==> config.mk <==
export PLATFORM = sky130hd
export DESIGN_NAME = ps2_host_tx
export DESIGN_NICKNAME = d
export VERILOG_FILES = /design/src/rtl/ps2_pkg.sv /design/src/rtl/ps2_line_sync.sv /design/src/rtl/ps2_host_tx.sv
export SDC_FILE = /design/constraint.sdc
export NUM_CORES = 1
export LEC_CHECK = 0
export ABC_AREA = 1
export CORE_MARGIN = 5
export CORE_UTILIZATION = 30
export CTS_CLUSTER_DIAMETER = 120
export DETAILED_ROUTE_END_ITERATION = 12
export DONT_BUFFER_PORTS = 1
export MAX_ROUTING_LAYER = met4
export SYNTH_ARGS = -nofsm -noshare
export SYNTH_HDL_FRONTEND = slang
export SYNTH_HIERARCHICAL = 1
export SYNTH_SLANG_ARGS = --single-unit
==> constraint.sdc <==
create_clock -name clock -period 2.08 [get_ports clock]
set_input_delay 0.52 -clock clock [delete_from_list [all_inputs] [get_ports clock]]
set_output_delay 0.52 -clock clock [all_outputs]
set_load 0.05 [all_outputs]
==> src/rtl/ps2_pkg.sv <==
// Shared types and helpers for the PS/2 host transmitter.
// Holds the FSM state enum, common command bytes and the parity helper.
package ps2_pkg;

    typedef enum logic [2:0] {
        ST_IDLE,
        ST_INHIBIT,
        ST_REQ,
        ST_WAIT_CLK,
        ST_SHIFT,
        ST_ACK,
        ST_WAIT_IDLE,
        ST_ERR
    } ps2_tx_state_t;

    localparam logic [7:0] PS2_CMD_SET_LEDS = 8'hED;
    localparam logic [7:0] PS2_CMD_RESET    = 8'hFF;
    localparam logic [7:0] PS2_CMD_ENABLE   = 8'hF4;

    function automatic logic odd_parity(input logic [7:0] b);
        return ~^b;
    endfunction

endpackage

==> src/rtl/ps2_line_sync.sv <==
// Two-flop synchronizer plus registered falling-edge detect for one PS/2 line.
// Ports: clock, reset_n (sync, active low), pin (raw), level (synced), fall (pulse).
module ps2_line_sync (
    input  logic clock,
    input  logic reset_n,
    input  logic pin,
    output logic level,
    output logic fall
);

    logic meta;
    logic sync;
    logic prev;

    // Idle PS/2 lines sit high, so reset the chain to 1 to avoid a fake edge.
    always_ff @(posedge clock) begin
        if (!reset_n) begin
            meta <= 1'b1;
            sync <= 1'b1;
            prev <= 1'b1;
            fall <= 1'b0;
        end else begin
            meta <= pin;
            sync <= meta;
            prev <= sync;
            fall <= prev & ~sync;
        end
    end

    assign level = sync;

endmodule

==> src/rtl/ps2_host_tx.sv <==
// PS/2 host-to-device command transmitter (request-to-send, shift, ACK check).
// Ports: clock, reset_n, tx_data/tx_valid/tx_ready handshake, busy, tx_done,
// tx_error pulses, raw ps2_clk/ps2_data inputs, open-drain ps2_clk_oe/ps2_dat_oe.
// Optional macro PS2_TX_RETRY_EN: retry a failed frame up to MAX_RETRIES times.
module ps2_host_tx
    import ps2_pkg::*;
#(
    parameter int unsigned CLK_FREQ_HZ      = 50_000_000,
    parameter int unsigned INHIBIT_US       = 100,
    parameter int unsigned START_TIMEOUT_US = 15000,
    parameter int unsigned FRAME_TIMEOUT_US = 2000
`ifdef PS2_TX_RETRY_EN
    ,
    parameter int unsigned MAX_RETRIES      = 2
`endif
) (
    input  logic       clock,
    input  logic       reset_n,
    input  logic [7:0] tx_data,
    input  logic       tx_valid,
    output logic       tx_ready,
    output logic       busy,
    output logic       tx_done,
    output logic       tx_error,
    input  logic       ps2_clk,
    input  logic       ps2_data,
    output logic       ps2_clk_oe,
    output logic       ps2_dat_oe
);

    localparam int unsigned CYC_US    = CLK_FREQ_HZ / 1_000_000;
    localparam int unsigned INH_CNT   = CYC_US * INHIBIT_US;
    localparam int unsigned START_CNT = CYC_US * START_TIMEOUT_US;
    localparam int unsigned FRAME_CNT = CYC_US * FRAME_TIMEOUT_US;
    localparam int unsigned MAX_A     = (INH_CNT > START_CNT) ? INH_CNT : START_CNT;
    localparam int unsigned MAX_CNT   = (MAX_A > FRAME_CNT) ? MAX_A : FRAME_CNT;
    localparam int unsigned TW        = $clog2(MAX_CNT);

    localparam logic [TW-1:0] INH_LD   = TW'(INH_CNT - 1);
    // One cycle in REQ and one in ERR, so tx_error lands START_CNT
    // cycles after the clock line is released.
    localparam logic [TW-1:0] START_LD = TW'(START_CNT - 2);
    localparam logic [TW-1:0] FRAME_LD = TW'(FRAME_CNT - 1);

    ps2_tx_state_t state;
    logic [TW-1:0] timer;
    logic [3:0]    n;
    logic [3:0]    nxt;
    logic [7:0]    data_q;
    logic          par_q;
    logic [9:0]    frame_bits;

    logic clk_level;
    logic clk_fall;
    logic dat_level;
    logic dat_fall_unused;

`ifdef PS2_TX_RETRY_EN
    localparam int unsigned RW = $clog2(MAX_RETRIES + 2);
    logic [RW-1:0] retries;
`endif

    ps2_line_sync u_clk_sync (
        .clock  (clock),
        .reset_n(reset_n),
        .pin    (ps2_clk),
        .level  (clk_level),
        .fall   (clk_fall)
    );

    ps2_line_sync u_dat_sync (
        .clock  (clock),
        .reset_n(reset_n),
        .pin    (ps2_data),
        .level  (dat_level),
        .fall   (dat_fall_unused)
    );

    // Bit 9 is the stop bit: driving ~1 releases the line.
    assign frame_bits = {1'b1, par_q, data_q};
    assign nxt        = n + 4'd1;

    always_ff @(posedge clock) begin
        if (!reset_n) begin
            state      <= ST_IDLE;
            tx_ready   <= 1'b1;
            busy       <= 1'b0;
            tx_done    <= 1'b0;
            tx_error   <= 1'b0;
            ps2_clk_oe <= 1'b0;
            ps2_dat_oe <= 1'b0;
            timer      <= '0;
            n          <= '0;
            data_q     <= '0;
            par_q      <= 1'b0;
`ifdef PS2_TX_RETRY_EN
            retries    <= '0;
`endif
        end else begin
            tx_done  <= 1'b0;
            tx_error <= 1'b0;
            unique case (state)
                ST_IDLE: begin
                    if (tx_valid) begin
                        data_q     <= tx_data;
                        par_q      <= odd_parity(tx_data);
                        busy       <= 1'b1;
                        tx_ready   <= 1'b0;
                        ps2_clk_oe <= 1'b1;
                        timer      <= INH_LD;
                        state      <= ST_INHIBIT;
`ifdef PS2_TX_RETRY_EN
                        retries    <= '0;
`endif
                    end
                end
                ST_INHIBIT: begin
                    if (timer == TW'(1))
                        ps2_dat_oe <= 1'b1;
                    if (timer == '0) begin
                        ps2_clk_oe <= 1'b0;
                        timer      <= START_LD;
                        state      <= ST_REQ;
                    end else begin
                        timer <= timer - 1'b1;
                    end
                end
                ST_REQ: begin
                    timer <= timer - 1'b1;
                    state <= ST_WAIT_CLK;
                end
                ST_WAIT_CLK: begin
                    if (clk_fall) begin
                        ps2_dat_oe <= ~frame_bits[0];
                        n          <= '0;
                        timer      <= FRAME_LD;
                        state      <= ST_SHIFT;
                    end else if (timer == '0) begin
                        ps2_dat_oe <= 1'b0;
                        state      <= ST_ERR;
                    end else begin
                        timer <= timer - 1'b1;
                    end
                end
                ST_SHIFT: begin
                    if (timer == '0) begin
                        ps2_dat_oe <= 1'b0;
                        state      <= ST_ERR;
                    end else begin
                        timer <= timer - 1'b1;
                        if (clk_fall) begin
                            n          <= nxt;
                            ps2_dat_oe <= ~frame_bits[nxt];
                            if (n == 4'd8)
                                state <= ST_ACK;
                        end
                    end
                end
                ST_ACK: begin
                    if (timer == '0) begin
                        state <= ST_ERR;
                    end else begin
                        timer <= timer - 1'b1;
                        if (clk_fall)
                            state <= dat_level ? ST_ERR : ST_WAIT_IDLE;
                    end
                end
                ST_WAIT_IDLE: begin
                    if (timer == '0) begin
                        state <= ST_ERR;
                    end else if (clk_level && dat_level) begin
                        tx_done  <= 1'b1;
                        busy     <= 1'b0;
                        tx_ready <= 1'b1;
                        state    <= ST_IDLE;
                    end else begin
                        timer <= timer - 1'b1;
                    end
                end
                ST_ERR: begin
                    ps2_clk_oe <= 1'b0;
                    ps2_dat_oe <= 1'b0;
`ifdef PS2_TX_RETRY_EN
                    if (retries < RW'(MAX_RETRIES)) begin
                        retries    <= retries + 1'b1;
                        ps2_clk_oe <= 1'b1;
                        timer      <= INH_LD;
                        state      <= ST_INHIBIT;
                    end else begin
                        tx_error <= 1'b1;
                        busy     <= 1'b0;
                        tx_ready <= 1'b1;
                        state    <= ST_IDLE;
                    end
`else
                    tx_error <= 1'b1;
                    busy     <= 1'b0;
                    tx_ready <= 1'b1;
                    state    <= ST_IDLE;
`endif
                end
            endcase
        end
    end

endmodule

# After elaboration in Yosys (flattened, before gate mapping)
# Index checks and enable logic that the tools add are counted.
dict set report totals {
  in_bits 13
  elab_cells 110
  out_inout_bits 6
  regBits 48
}
dict set report classes {
  bitwise_logic 6
  muxes 43
  reduce_logical 18
  add_sub_neg 2
  order_cmp 1
  n_eq_ne 23
}
# operator n
set op_table {}
lappend op_table {{$mux W20} 6}
lappend op_table {{$pmux W20 S6} 1}
lappend op_table {{$mux W3} 11}
lappend op_table {{$pmux W3 S8} 1}
lappend op_table {{$eq A20 B1 Y1 const B} 1}
lappend op_table {{$logic_not A20 Y1} 1}
lappend op_table {{$sub A20 B1 Y20 const B} 1}
lappend op_table {{$reduce_and A4 Y1} 4}
lappend op_table {{$mux W1} 15}
lappend op_table {{$ne A2 B2 Y1 const B} 7}
lappend op_table {{$eq A3 B3 Y1 const B} 4}
lappend op_table {{$mux W4} 3}
lappend op_table {{$ne A3 B2 Y1 const B} 3}
lappend op_table {{$pmux W1 S3} 3}
lappend op_table {{$pmux W4 S2} 1}
lappend op_table {{$reduce_xnor A8 Y1} 1}
lappend op_table {{$reduce_and A7 Y1} 1}
lappend op_table {{$eq A3 B2 Y1 const B} 2}
lappend op_table {{$ne A3 B3 Y1 const B} 2}
lappend op_table {{$reduce_bool A3 Y1} 2}
lappend op_table {{$reduce_bool A6 Y1} 1}
lappend op_table {{$lt A4 B5 Y1 const B} 1}
lappend op_table {{$not A1 Y1} 5}
lappend op_table {{$add A4 B1 Y4 const B} 1}
lappend op_table {{other kinds (14)} 15}

# Depth between registers and ports, before layout
# Gate-level depths: netlist of the first run.
dict set report depth {
  word_depth 7
  mapped_depth 12
  ltp_nobuf 12
}

# Hierarchy
# The synthesis of the first run kept the hierarchy.
# module area_each_um2 n_inst seq_area_each_um2 cells_per_inst
set by_module_without_submodules {}
lappend by_module_without_submodules {ps2_host_tx 2872.8 1 840.8 458}
lappend by_module_without_submodules {ps2_line_sync 115.1 2 80.1 12}

# Worst setup path after synthesis of the first run
# Ideal clock, no wire load.
dict set report synth_path {
  path_kind {reg2reg}
  from {reg n[0]}
  to {reg ps2_dat_oe}
  path_buffers 1
  required_time_ps 1968
  arrival_ps 1541
  setup_time_ps 112
  path_stages_with_launch 11
  period_less_slack_ps 1653
  setup_slack_ps 427
  path_cell_list {dfxtp_1 clkbuf_1 inv_1 ha_1 o21ai_0 o22ai_1 o21ai_0 nor2_1 nor2_1 nor2_1 nor2_1}
}
dict set report synth_via {
  elab_chain_len 7
}
# element line
set synth_lines {}
lappend synth_lines {{from (decl)} ps2_host_tx.sv:47} ;# logic [3:0] n;
lappend synth_lines {{from (signal assigned)} ps2_host_tx.sv:152} ;# n <= nxt;
lappend synth_lines {{$add A4 B1 Y4} ps2_host_tx.sv:81} ;# assign nxt = n + 4'd1;
lappend synth_lines {{$bmux W1 S4} ps2_host_tx.sv:153} ;# ps2_dat_oe <= ~frame_bits[nxt];
lappend synth_lines {{$mux W1 (not written as such)} ps2_host_tx.sv:153}
lappend synth_lines {{$not A1 Y1} ps2_host_tx.sv:153}
lappend synth_lines {{$mux W1} ps2_host_tx.sv:151} ;# if (clk_fall) begin
lappend synth_lines {{$mux W1} ps2_host_tx.sv:146} ;# if (timer == '0) begin
lappend synth_lines {{$pmux W1 S4} ps2_host_tx.sv:102} ;# unique case (state)
lappend synth_lines {{to (signal assigned)} ps2_host_tx.sv:134} ;# ps2_dat_oe <= ~frame_bits[0];
lappend synth_lines {{to (signal assigned)} ps2_host_tx.sv:153}
lappend synth_lines {{to (decl)} ps2_host_tx.sv:28} ;# output logic ps2_dat_oe
# No other way between the ends. The select of a mux whose other input is x is not followed.
# A chain may end at the register's enable or synchronous reset.

# Final worst setup path of the first run
dict set report layout_path {
  from {reg timer[1]}
  to {reg timer[8]}
}
dict set report layout_via {
  elab_chain_len 4
  word_cells_on_any_way 10
  classes_between {1 x add/sub; 1 x eq/ne; 6 x mux; 2 x reduce/logical}
}
# element line
set layout_lines {}
lappend layout_lines {{from (decl)} ps2_host_tx.sv:46} ;# logic [TW-1:0] timer;
lappend layout_lines {{from (signal assigned)} ps2_host_tx.sv:125} ;# timer <= timer - 1'b1;
lappend layout_lines {{from (signal assigned)} ps2_host_tx.sv:129} ;# timer <= timer - 1'b1;
lappend layout_lines {{from (signal assigned)} ps2_host_tx.sv:142} ;# timer <= timer - 1'b1;
lappend layout_lines {{$sub A20 B1 Y20 or $logic_not A20 Y1 (tied branches)} -}
lappend layout_lines {{$mux W20, on equally long branches} -}
lappend layout_lines {{$mux W20, on equally long branches} {ps2_host_tx.sv:169, ps2_host_tx.sv:133}}
lappend layout_lines {{$pmux W20 S6} ps2_host_tx.sv:102}
# Parallel ways exist; a longest one is shown, timed or not. The select of a mux whose other input is x is not followed.

==> impl_results.md, run 1 <==
- Outcome: finished, final reports clean
- Height of the die: 111 um
- Multi-input combinational cell area: 0.00177 mm^2
- Antenna Diode Count: 0
- Filler-free cell count of the finished design: just over 600
- Via/cell ratio: 4.82
- Vias post-DR: 2,979
- Latest clock arrival within the worst-skew pair: about 310 ps
- Pin count of the biggest net entering global routing: 31
- Setup-failing EPs final: 0
- Share of cells above drive strength 1: 11.1%
- Cell Pwr Density: 1560 mW/mm^2
- Antenna violations before repair: 0
- Max stage delay cell, worst path: sky130_fd_sc_hd__dfxtp_1
- Number of clock buffers inserted by TritonCTS: 5
- Syn Nets: 495
- Arrival time of data at the critical path endpoint: 2150 ps
- Critical path fanouts, max: 13
- Largest delay contributor family on the critical path: simple AND/OR/NAND/NOR gates
- Wire length of the first global-routing pass: roughly 14 mm
- Most frequent cell on the critical path: sky130_fd_sc_hd__nand2_2
- Gate count of the mapped netlist: 476
- Type of the worst setup path: flop to flop
- CTS max path bufs: 2
- Startpoint kind of the worst setup timing path: flop
- Ratio of final minimum period to clock period: 91.9%
- Average wire per cell in the routed design: 13.2 um
- Post-CTS Resized: 0
- Min cycle time layout: 1910 ps
- Worst clock skew: 16.1 ps
- Count of endpoints failing hold in the final timing report: 0
- DRT antenna net count: 0
- Static Leakage: 1.57 nW
- Site Rows: 36
- Path type of the worst min-delay path: primary input to flop
- Global placement routability congestion: 0.901
- Most common library cell in the layout ignoring fill and taps: sky130_fd_sc_hd__nand2_1
- VDD IR max: 0.000539 V
- Residual DRC count: 0
- Worst path cell trace: inv_1 > ha_1 > nand2_2 > nor2_2 > nand4_1 > nand2_2 > nor2_4 > buf_4 > nand2_1 > a21oi_1
- Die Footprint: approximately 0.012 mm^2
- Warnings, synthesis: 6
- Maximum clock frequency: 523 MHz
- Core Footprint: 0.00982 mm^2
- Total negative slack for setup checks: 0 ps
- Final-layout worst hold slack: between 200 and 300 ps
- Tightest slew margin relative to the limit: 56.8%
- Max-slew violation count: 0
- Worst Setup End Kind: flop
- Clock slew seen by the registers of the worst setup and hold paths: roughly 110 ps
- Clock root cell: sky130_fd_sc_hd__clkbuf_8
- Iteration-0 DRC count of the detailed router: 152
- Aggregate global routing overflow: 0
- Mean cell area of the mapped netlist: 6.39 um^2
- Global Route Usage Sum: 13.4%
- Number of ports placed on the die boundary: 19
- Routed WL: 8.13 mm
- Count of clock tree sinks: 48
- Die X: 111 um
- Layout overhead on the synthesized area: 9.58%
- TritonCTS clock tree: built
- Number of input and output port buffers inserted: 0
- Most used cells in the layout excluding fill and tap cells: sky130_fd_sc_hd__nand2_1 (111), sky130_fd_sc_hd__nor2_1 (65), sky130_fd_sc_hd__inv_1 (60)
- Filler Cell Count: about 1.2k
- Cell Count Post-Placement: 605
- Max Cap Viol: 0
- Number of global-route vias before repair: 2,886
- Endpoint required time on the critical path: 2320 ps
- Drt pass-1 iters: 5
- Layout Nets: just over 500
- Area taken by flip-flops and latches: ~960 um^2
- Initial cell density of the core: 31.0%
- Area of the mapped netlist: 0.00304 mm^2
- Worst Path Buf+Inv: 2
- Final total power: between 0.005 and 0.006 W
- Worst path max stage delay: 390 ps
- Slew at the pin closest to its max-slew limit: 648 ps
- H-tree Lvls: 2
- DP HPWL: ~6.2 mm
==> layer usage <==
metal	vias to the layer above	GRT usage, %	share of wire [%]
li1	1535	-	-
met1	1343	16.9	46
met2	87	21.8	46
met3	14	2.57	5.6
met4	0	4.19	1.8
met5	-	-	0
==> path summary, 6_finish.rpt <==
path,depth (start not counted),slack [ps],from,to
setup / recovery,10,170,timer[1],timer[8]
hold / removal,1,280,reset_n,u_clk_sync/meta
setup reg to reg,10,170,timer[1],timer[8]
hold reg to reg,2,410,u_dat_sync/meta,u_dat_sync/level
==> power breakdown <==
part | total, W | internal (W) | switching, W
clock network | 0.000738 | 0.000394 | 0.000344
logic | 0.00294 | 0.000993 | 0.00195
registers | 0.00153 | 0.00116 | 0.000361
total | 0.00520 | 0.00255 | 0.00265
==> sequential cells by signal, indices dropped and copies added, names as in the netlist, 3 cells and up <==
name    cells
timer      20
data_q      8
n           4
state       3
==> layout make-up <==
cell class | instances | area share, %
multi-input combinational | 354 | 53.1
sequential | 48 | 28.8
inverter | 66 | 7.47
tap | 133 | 4.99
clock buffer | 6 | 2.48
timing repair buffer | 9 | 2.03
clock inverter | 2 | 1.16
==> through the flow <==
stage          setup WS, ps  area, um^2  utilization [%]
3_5_place_dp            128        3180             32.3
2_1_floorplan           427        3040                -
4_1_cts                 111        3300             33.6
5_1_grt               -16.3        3330             34.0
3_3_place_gp            135        3180             32.3
6_report                168        3330             34.0
==> timing repair <==
item / 4_1_cts / 5_1_grt
hold buffers: 0 / 0
setup buffers: 0 / 5
endpoints found under the setup margin: 0 / 9
No activity file was read; power rests on OpenSTA's default activity.
==> run 2, diff against run 1 <==
- SYNTH_HIERARCHICAL: 1 -> default
==> run 2 against run 1 <==
  * Highest routed layer unchanged
  * Flip-flop and latch count stayed put
  * Sequential power hardly changed
  * Final cell count is 3.2% higher
  * Total power is 6.3% higher
  * Worst setup slack better by 6.1 ps
  * Maximum frequency is 0.32% higher
  * Global-route usage is 0.79 points higher
  * Via count is 3.7% higher
  * Design area is 4.3% higher
  * Critical path type unchanged
  * First-iteration DRC count is 24% higher
  * Register-to-register slack hardly changed
  * Sequential share of layout area is 1.2 points lower
==> impl_results.md, run 2 <==
- Outcome: finished, final reports clean (unchanged)
- Syn Nets: 515 (was 495)
- DRT antenna net count: 0 (unchanged)
- Layout overhead on the synthesized area: 9.41% (was 9.58%)
- Hold endpoint: tx_ready (was u_clk_sync/meta)
- Clock slew seen by the registers of the worst setup and hold paths: 120 ps (was 110 ps)
- Most frequently used cell type in the post-synthesis netlist: sky130_fd_sc_hd__nand2_1
- Worst r2r dst: timer[4] (was timer[8])
- Vias post-DR: 3,088 (was 2,979)
- VDD IR max: 0.000429 V (was 0.000539 V)
- Wire length of the first global-routing pass: 14.6 mm (was 13.5 mm)
- Largest delay contributor family on the critical path: simple AND/OR/NAND/NOR gates (unchanged)
- FF-to-FF Start: timer[0] (was timer[1])
- Worst Path Buf+Inv: 2 (unchanged)
- DP HPWL: 6.61 mm (was 6.24 mm)
- CTS max path bufs: 2 (unchanged)
- Worst path cell trace: inv_1 > ha_1 > nand2_2 > nor2_4 > nand3_2 > buf_4 > nand2_1 > nand3_1 > nand2_1 > nand2_1 > nand2_1 > a21oi_1 (was inv_1 > ha_1 > nand2_2 > nor2_2 > nand4_1 > nand2_2 > nor2_4 > buf_4 > nand2_1 > a21oi_1)
- Setup slack of the most critical reg-to-reg path: 170 ps (about the same)
- Register containing the most flip-flops in the final layout: timer (unchanged)
- Min-Delay Startpoint: reset_n (unchanged)
- Post-CTS Resized: 0 (unchanged)
- Tightest slew margin relative to the limit: 64.6% (was 56.8%)
- Average wire per cell in the routed design: 13.6 um (was 13.2 um)
- Area of the mapped netlist: 0.00318 mm^2 (was 0.00304 mm^2)
- Global placement routability congestion: 0.929 (was 0.901)
- Min cycle time layout: 1910 ps (about the same)
- Drt pass-1 iters: 5 (unchanged)
- Max stage delay cell, worst path: sky130_fd_sc_hd__dfxtp_1 (unchanged)
- Most frequent cell on the critical path: sky130_fd_sc_hd__nand2_1 (was sky130_fd_sc_hd__nand2_2)
- Cell types occupying the most area after synthesis: sky130_fd_sc_hd__dfxtp_1 (30%), sky130_fd_sc_hd__nand2_1 (16%), sky130_fd_sc_hd__nor2_1 (7.9%)
- Static Leakage: 1.61 nW (was 1.57 nW)
- Worst clock skew: 27.2 ps (was 16.1 ps)
- Endpoint required time on the critical path: 2260 ps (was 2320 ps)
- Routed WL: 8.65 mm (was 8.13 mm)
- Setup-failing EPs final: 0 (unchanged)
- Hold Path Cell Cnt: 1 (unchanged)
- Biggest regs: timer (20), data_q (8), n (4) (unchanged)
- Iteration-0 DRC count of the detailed router: 189 (was 152)
- Ratio of final minimum period to clock period: 91.6% (was 91.9%)
- Cell Pwr Density: 1590 mW/mm^2 (was 1560 mW/mm^2)
- Fraction of post-synthesis cell area in the top cell type by area: 30.2%
- Library cell occupying the most area in the post-synthesis netlist: sky130_fd_sc_hd__dfxtp_1
- Most used cells in the layout excluding fill and tap cells: sky130_fd_sc_hd__nand2_1 (132), sky130_fd_sc_hd__nor2_1 (67), sky130_fd_sc_hd__inv_1 (55) (was sky130_fd_sc_hd__nand2_1 (111), sky130_fd_sc_hd__nor2_1 (65), sky130_fd_sc_hd__inv_1 (60))
- Gate count of the mapped netlist: 496 (was 476)
- Pin count of the biggest net entering global routing: 23 (was 31)
- Worst path max stage delay: 340 ps (was 390 ps)
- Post-CTS Repair Setup Buffers: 0 (unchanged)
- CP Depth: 12 (was 10)
- Worst path setup slack after routing: 175 ps (was 168 ps)
- Die X: 113 um (was 111 um)
- Number of clock buffers inserted by TritonCTS: 5 (unchanged)
- Arrival time of data at the critical path endpoint: 2090 ps (was 2150 ps)
- Startpoint kind of the worst setup timing path: flop (unchanged)
- Core Footprint: 0.0103 mm^2 (was 0.00982 mm^2)
- Most used flip-flop cell after synthesis: sky130_fd_sc_hd__dfxtp_1
- Number of global-route vias before repair: 3,011 (was 2,886)
- Layout Nets: 520 (was 503)
- Site Rows: 37 (was 36)
- Number of flip-flops and latches in the synthesized netlist: 48
- Count of endpoints failing hold in the final timing report: 0 (unchanged)
- Count of flip-flops with a built-in enable after synthesis: 0
- Place WS: 250 ps (was 128 ps)
- Maximum clock frequency: 525 MHz (was 523 MHz)
- Number of input and output port buffers inserted: 0 (unchanged)
- Setup repair after global routing missed its margin: no
- Mean cell area of the mapped netlist: 6.41 um^2 (was 6.39 um^2)
- Post-synthesis async set-or-reset flop share: 0%
- Share of cells above drive strength 1: 12.2% (was 11.1%)
- Type of the worst setup path: flop to flop (unchanged)
- Slew at the pin closest to its max-slew limit: 530 ps (was 648 ps)
- Antenna violations before repair: 0 (unchanged)
- Clock root cell: sky130_fd_sc_hd__clkbuf_8 (unchanged)
- Latest clock arrival within the worst-skew pair: 320 ps (was 310 ps)
- Global Route Usage Sum: 14.2% (was 13.4%)
- TritonCTS clock tree: built (unchanged)
- Path type of the worst min-delay path: primary input to flop (unchanged)
- Synth cell count leaders: sky130_fd_sc_hd__nand2_1 (132), sky130_fd_sc_hd__nor2_1 (67), sky130_fd_sc_hd__inv_1 (55)
- Hold-fix buffers, CTS: 0 (unchanged)
- Via/cell ratio: 4.84 (was 4.82)
- Flip-flop count of the largest register after layout: 20 (unchanged)
- Most common library cell in the layout ignoring fill and taps: sky130_fd_sc_hd__nand2_1 (unchanged)
- Total negative slack for setup checks: 0 ps (unchanged)
- Critical path fanouts, max: 10 (was 13)
- H-tree Lvls: 2 (unchanged)
- Residual DRC count: 0 (unchanged)
- Max-slew violation count: 0 (unchanged)
- Count of clock tree sinks: 48 (unchanged)
- Die Footprint: 0.0128 mm^2 (was 0.0123 mm^2)
- Antenna Diode Count: 0 (unchanged)
- Max Cap Viol: 0 (unchanged)
- Warnings, synthesis: 0 (was 6)
- Number of ports placed on the die boundary: 19 (unchanged)
- Initial cell density of the core: 30.8% (was 31.0%)
- Aggregate global routing overflow: 0 (unchanged)
- Post-synthesis sequential area ratio: around 30%
- Worst Setup End Kind: flop (unchanged)
- Height of the die: 113 um (was 111 um)
- Post-synth cell types: 36
- Worst Reg-to-Reg Cells: 12 (was 10)
run 2: power breakdown:
group,total [W],switching [W],internal (W)
Sequential,0.00150,0.000340,0.00116
Clock,0.000838,0.000353,0.000484
Combinational,0.00320,0.00215,0.00104
Total,0.00553,0.00285,0.00268
run 2: worst register-to-register path, delay by kind of cell, from the launching register on:
family / cells / cell delay, ps
simple gates: 8 / 820
buf+inv: 2 / 370
flops: 1 / 340
fa+ha+maj: 1 / 180
compound gates: 1 / 60
run 2: how the worst max path moves through the flow:
| stage | startpoint | to | slack [ps] |
|---|---|---|---|
| 6_report | timer[0] | timer[4] | 170 |
| 2_1_floorplan | n[0] | ps2_dat_oe | 390 |
| 3_5_place_dp | timer[0] | n[2] | 250 |
| 3_3_place_gp | timer[1] | timer[2] | 300 |
| 5_1_grt | timer[0] | timer[4] | 20 |
| 4_1_cts | timer[0] | timer[4] | 190 |
run 2: layout make-up:
cell class | instances | area [um^2]
clock buffer | 5 | 68.8
clock inverter | 3 | 68.8
fill | 1119 | 6850
inverter | 63 | 239
multi-input combinational | 373 | 1900
sequential | 48 | 961
tap | 136 | 170
timing repair buffer | 10 | 75.1
run 2: cell families (layout without fill, tap and decap cells):
family | count (synthesis) | in the layout | share of synthesized area, %
AND/OR/NAND/NOR | 275 | 275 | 40.1
flip-flops | 48 | 48 | 30.2
AO/OA/AOI/OAI | 77 | 77 | 13.1
adder cells (fa/ha/maj) | 6 | 6 | 2.36
buffers and inverters | 75 | 81 | 10.2
XOR/XNOR | 15 | 15 | 4.13
run 2: through the flow:
step / cells / utilization (%) / hold WS, ps / power [W] / area, um^2
5_1_grt: 638 / 33.7 / 255 / 0.00607 / 3480
3_3_place_gp: 630 / 32.4 / 398 / 0.00463 / 3340
3_5_place_dp: 630 / 32.4 / 400 / 0.00466 / 3340
4_1_cts: 638 / 33.7 / 269 / 0.00551 / 3480
2_1_floorplan: 496 / - / 392 / 0.00397 / 3180
6_report: 638 / 33.7 / 275 / 0.00553 / 3480
run 2: metal layers:
layer	track usage, %	share of wire (%)	routed length [um]	vias up
met3	3.05	5.7	497	16
met1	17.6	45	3860	1404
met2	23.6	47	4100	79
li1	-	-	-	1589
met5	-	0	0	-
met4	3.77	2.2	191	0
==> run 3, diff against run 2 <==
- ABC_AREA: 1 -> 0
- SKIP_CTS_REPAIR_TIMING: default -> 1
==> run 3 against run 2 <==
  * Flip-flop and latch count is the same
  * Largest cell class unchanged
  * Sequential share of layout area shrank 2.7 points
  * First-iteration DRC count grew 89%
  * Area after synthesis shrank 1.5%
  * Clock skew shrank 17 ps
  * Utilization grew 4.4 points
==> impl_results.md, run 3 <==
- Met3 routing resource usage after global routing: 2.86% (was 3.05%)
- Count of flip-flops with a built-in enable after synthesis: 0 (unchanged)
- Vias post-DR: 3,200 (was 3,088)
- Critical path fanouts, max: 6 (was 10)
- Cell Count Post-Placement: 567 (was 630)
- CTS max path bufs: 2 (unchanged)
- Post-synthesis sequential area ratio: 30.7% (was 30.2%)
- Site Rows: 37 (unchanged)
- Static Leakage: 1.54 nW (was 1.61 nW)
- Most frequent cell on the critical path: sky130_fd_sc_hd__o211ai_1 (was sky130_fd_sc_hd__nand2_1)
- Warnings, synthesis: 0 (unchanged)
- Endpoint required time on the critical path: 2280 ps (was 2260 ps)
- Register containing the most flip-flops in the final layout: timer (unchanged)
- Via/cell ratio: 5.51 (was 4.84)
- Sw power: 0.00108 W (was 0.00285 W)
- Critical Path Start: timer[5] (was timer[0])
- Placed cell area: 0.00364 mm^2 (was 0.00334 mm^2)
- Most common library cell in the layout ignoring fill and taps: sky130_fd_sc_hd__buf_4 (was sky130_fd_sc_hd__nand2_1)
- Arrival time of data at the critical path endpoint: 2220 ps (was 2090 ps)
- Clock slew seen by the registers of the worst setup and hold paths: 100 ps (was 120 ps)
- Global Route Usage Sum: 15.5% (was 14.2%)
- Global placement routability congestion: 0.930 (was 0.929)
- Startpoint kind of the worst setup timing path: flop (unchanged)
- Syn Nets: 415 (was 515)
- Filler-free cell count of the finished design: 581 (was 638)
- Antenna violations before repair: 0 (unchanged)
- Worst path max stage delay: 440 ps (was 340 ps)
- Area of the mapped netlist: 0.00313 mm^2 (was 0.00318 mm^2)
- M2 GR Usage: 25.1% (was 23.6%)
- Max Cap Viol: 0 (unchanged)
- Max-slew violation count: 0 (unchanged)
- Cell Pwr Density: 790 mW/mm^2 (was 1590 mW/mm^2)
- Worst clock skew: 10.2 ps (was 27.2 ps)
- Synth cell count leaders: sky130_fd_sc_hd__nand2_1 (52), sky130_fd_sc_hd__dfxtp_1 (48), sky130_fd_sc_hd__a21oi_1 (45) (was sky130_fd_sc_hd__nand2_1 (132), sky130_fd_sc_hd__nor2_1 (67), sky130_fd_sc_hd__inv_1 (55))
- Number of global-route vias before repair: 3,167 (was 3,011)
- Pin count of the biggest net entering global routing: 30 (was 23)
- Drt pass-1 iters: 5 (unchanged)
- Clock root cell: sky130_fd_sc_hd__clkbuf_8 (unchanged)
- Flip-flop count of the largest register after layout: 20 (unchanged)
- Design Area, Final: 0.00389 mm^2 (was 0.00348 mm^2)
- Layout Nets: 463 (was 520)
- Path type of the worst min-delay path: primary input to flop (unchanged)
- Routed WL: 9.39 mm (was 8.65 mm)
- Average wire per cell in the routed design: 16.2 um (was 13.6 um)
- Ratio of final minimum period to clock period: 97.1% (was 91.6%)
- Worst Path Buf+Inv: 1 (was 2)
- Setup-failing EPs final: 0 (unchanged)
- Die Footprint: 0.0126 mm^2 (was 0.0128 mm^2)
- Aggregate global routing overflow: 0 (unchanged)
- Post-synth cell types: 71 (was 36)
- Number of flip-flops and latches in the synthesized netlist: 48 (unchanged)
- TritonCTS clock tree: built (unchanged)
- Setup slack of the most critical reg-to-reg path: 60 ps (was 170 ps)
- Relative contribution of sequential cells to total power: 35.8% (was 27.0%)
- DP HPWL: 7.11 mm (was 6.61 mm)
- Sw Ratio: 35.0% (was 51.5%)
- Core Footprint: 0.0102 mm^2 (was 0.0103 mm^2)
- Layout overhead on the synthesized area: 24.3% (was 9.41%)
- Gate count of the mapped netlist: 396 (was 496)
- CP Depth: 7 (was 12)
- Latest clock arrival within the worst-skew pair: 310 ps (was 320 ps)
- Total negative slack for setup checks: 0 ps (unchanged)
- Hold Path Cell Cnt: 1 (unchanged)
- DRT antenna net count: 0 (unchanged)
- Cell internal power dissipation: 0.00200 W (was 0.00268 W)
- Most used cells in the layout excluding fill and tap cells: sky130_fd_sc_hd__buf_4 (66), sky130_fd_sc_hd__nand2_1 (52), sky130_fd_sc_hd__a21oi_1 (43) (was sky130_fd_sc_hd__nand2_1 (132), sky130_fd_sc_hd__nor2_1 (67), sky130_fd_sc_hd__inv_1 (55))
- Initial cell density of the core: 30.6% (was 30.8%)
- Setup repair after global routing missed its margin: yes (was no)
- Number of ports placed on the die boundary: 19 (unchanged)
- Share of cells above drive strength 1: 26.1% (was 12.2%)
- Largest delay contributor family on the critical path: simple AND/OR/NAND/NOR gates (unchanged)
- Met1 Usage GRT: 19.3% (was 17.6%)
- Count of clock tree sinks: 48 (unchanged)
- Cell types occupying the most area after synthesis: sky130_fd_sc_hd__dfxtp_1 (31%), sky130_fd_sc_hd__a21oi_1 (7.2%), sky130_fd_sc_hd__nand2_1 (6.2%) (was sky130_fd_sc_hd__dfxtp_1 (30%), sky130_fd_sc_hd__nand2_1 (16%), sky130_fd_sc_hd__nor2_1 (7.9%))
- Fraction of post-synthesis cell area in the top cell type by area: 30.7% (was 30.2%)
- Residual DRC count: 0 (unchanged)
- Outcome: finished, final reports clean (unchanged)
- Worst Reg-to-Reg Cells: 7 (was 12)
- Iteration-0 DRC count of the detailed router: 358 (was 189)
- Wire length of the first global-routing pass: 15.8 mm (was 14.6 mm)
- Mean cell area of the mapped netlist: 7.91 um^2 (was 6.41 um^2)
- Slew at the pin closest to its max-slew limit: 540 ps (was 530 ps)
- Fraction of power consumed by the clock network: 27.4% (was 15.1%)
- Number of input and output port buffers inserted: 0 (unchanged)
- Height of the die: 112 um (was 113 um)
- Number of clock buffers inserted by TritonCTS: 5 (unchanged)
- H-tree Lvls: 2 (unchanged)
- Antenna Diode Count: 0 (unchanged)
- Biggest regs: timer (20), data_q (8), n (4) (unchanged)
- Worst Setup End Kind: flop (unchanged)
- Maximum clock frequency: 495 MHz (was 525 MHz)
- Min-Delay Startpoint: reset_n (unchanged)
- Max stage delay cell, worst path: sky130_fd_sc_hd__or4_4 (was sky130_fd_sc_hd__dfxtp_1)
- Count of endpoints failing hold in the final timing report: 0 (unchanged)
- Min cycle time layout: 2020 ps (was 1910 ps)
- Type of the worst setup path: flop to flop (unchanged)
- Die X: 112 um (was 113 um)
- Tightest slew margin relative to the limit: 63.9% (was 64.6%)
- Post-synthesis async set-or-reset flop share: 0% (unchanged)
- FF-to-FF Start: timer[5] (was timer[0])
- Most used flip-flop cell after synthesis: sky130_fd_sc_hd__dfxtp_1 (unchanged)
- Library cell occupying the most area in the post-synthesis netlist: sky130_fd_sc_hd__dfxtp_1 (unchanged)
- Most frequently used cell type in the post-synthesis netlist: sky130_fd_sc_hd__nand2_1 (unchanged)
- Worst path cell trace: nor4_4 > buf_4 > nand4_1 > or4_4 > and2_4 > o211ai_1 > o211ai_1 (was inv_1 > ha_1 > nand2_2 > nor2_4 > nand3_2 > buf_4 > nand2_1 > nand3_1 > nand2_1 > nand2_1 > nand2_1 > a21oi_1)
- VDD IR max: 0.000454 V (was 0.000429 V)
- Layer with the highest usage: met2 (unchanged)
- Share of power burned in combinational logic: 36.7% (was 57.8%)
[run 3: changes by cell type in the layout (fill, tap and decap cells not counted), sizes merged, moves of 6 or more]
cell,change
nand4,-8
nand2b,+12
a21oi,+8
nor3,+8
nand3,-18
buf,+56
nand2,-91
a211oi,+6
inv,-54
nor2,-46
[run 3: cell type report]
type                    instances  area, um^2
well taps                     136         170
repair buffers                 66         495
inverters                      10        42.5
flip-flops and latches         48         970
fillers                      1040        6340
clock inverters                 3        68.8
clock buffers                   5        68.8
multi-input cells             313        2080
[run 3: worst reg2reg max path: stages (launching register included)]
cell                       delay (ps)
sky130_fd_sc_hd__dfxtp_2          350
sky130_fd_sc_hd__nor4_4           380
sky130_fd_sc_hd__buf_4            210
sky130_fd_sc_hd__nand4_1          100
sky130_fd_sc_hd__or4_4            440
sky130_fd_sc_hd__and2_4           170
sky130_fd_sc_hd__o211ai_1         150
sky130_fd_sc_hd__o211ai_1         110
[run 3: metrics by stage]
stage	hold WS (ps)	power [W]	utilization, %	setup WS (ps)
2_1_floorplan	386	0.00179	-	13.5
3_3_place_gp	390	0.00214	35.6	-42.9
3_5_place_dp	397	0.00215	35.6	-29.4
4_1_cts	280	0.00299	37.0	-69.8
5_1_grt	274	0.00323	38.0	-61.7
6_report	283	0.00308	38.0	61.1
[run 3: final timing paths]
path | end
worst max-delay path | timer[19]
worst min-delay path | u_clk_sync.level
worst max register to register | timer[19]
worst min register to register | u_clk_sync.fall
[run 3: layer usage]
metal / part of all wire, % / routed length [um] / vias up
met3: 6.5 / 614 / 23
met1: 44 / 4160 / 1506
met2: 47 / 4370 / 131
met4: 2.7 / 253 / 0
li1: - / - / 1540
met5: 0 / 0 / -
[run 3: cell families after synthesis]
logic type      Yosys count  share of synthesized area [%]
simple gates            155                           27.3
compound gates          132                           27.7
flops                    48                           30.7
buf+inv                  35                           5.28
xor+xnor                 16                           4.48
fa+ha+maj                 6                           2.40
mux                       4                           2.12
[run 3: power by group through the flow]
stage | clock (W) | combinational [W] | sequential, W
6_report | 0.000844 | 0.00113 | 0.00110
5_1_grt | 0.000892 | 0.00122 | 0.00111
4_1_cts | 0.000858 | 0.00104 | 0.00110
3_5_place_dp | 0 | 0.00103 | 0.00112
3_3_place_gp | 0 | 0.00103 | 0.00112
2_1_floorplan | 0 | 0.000696 | 0.00109
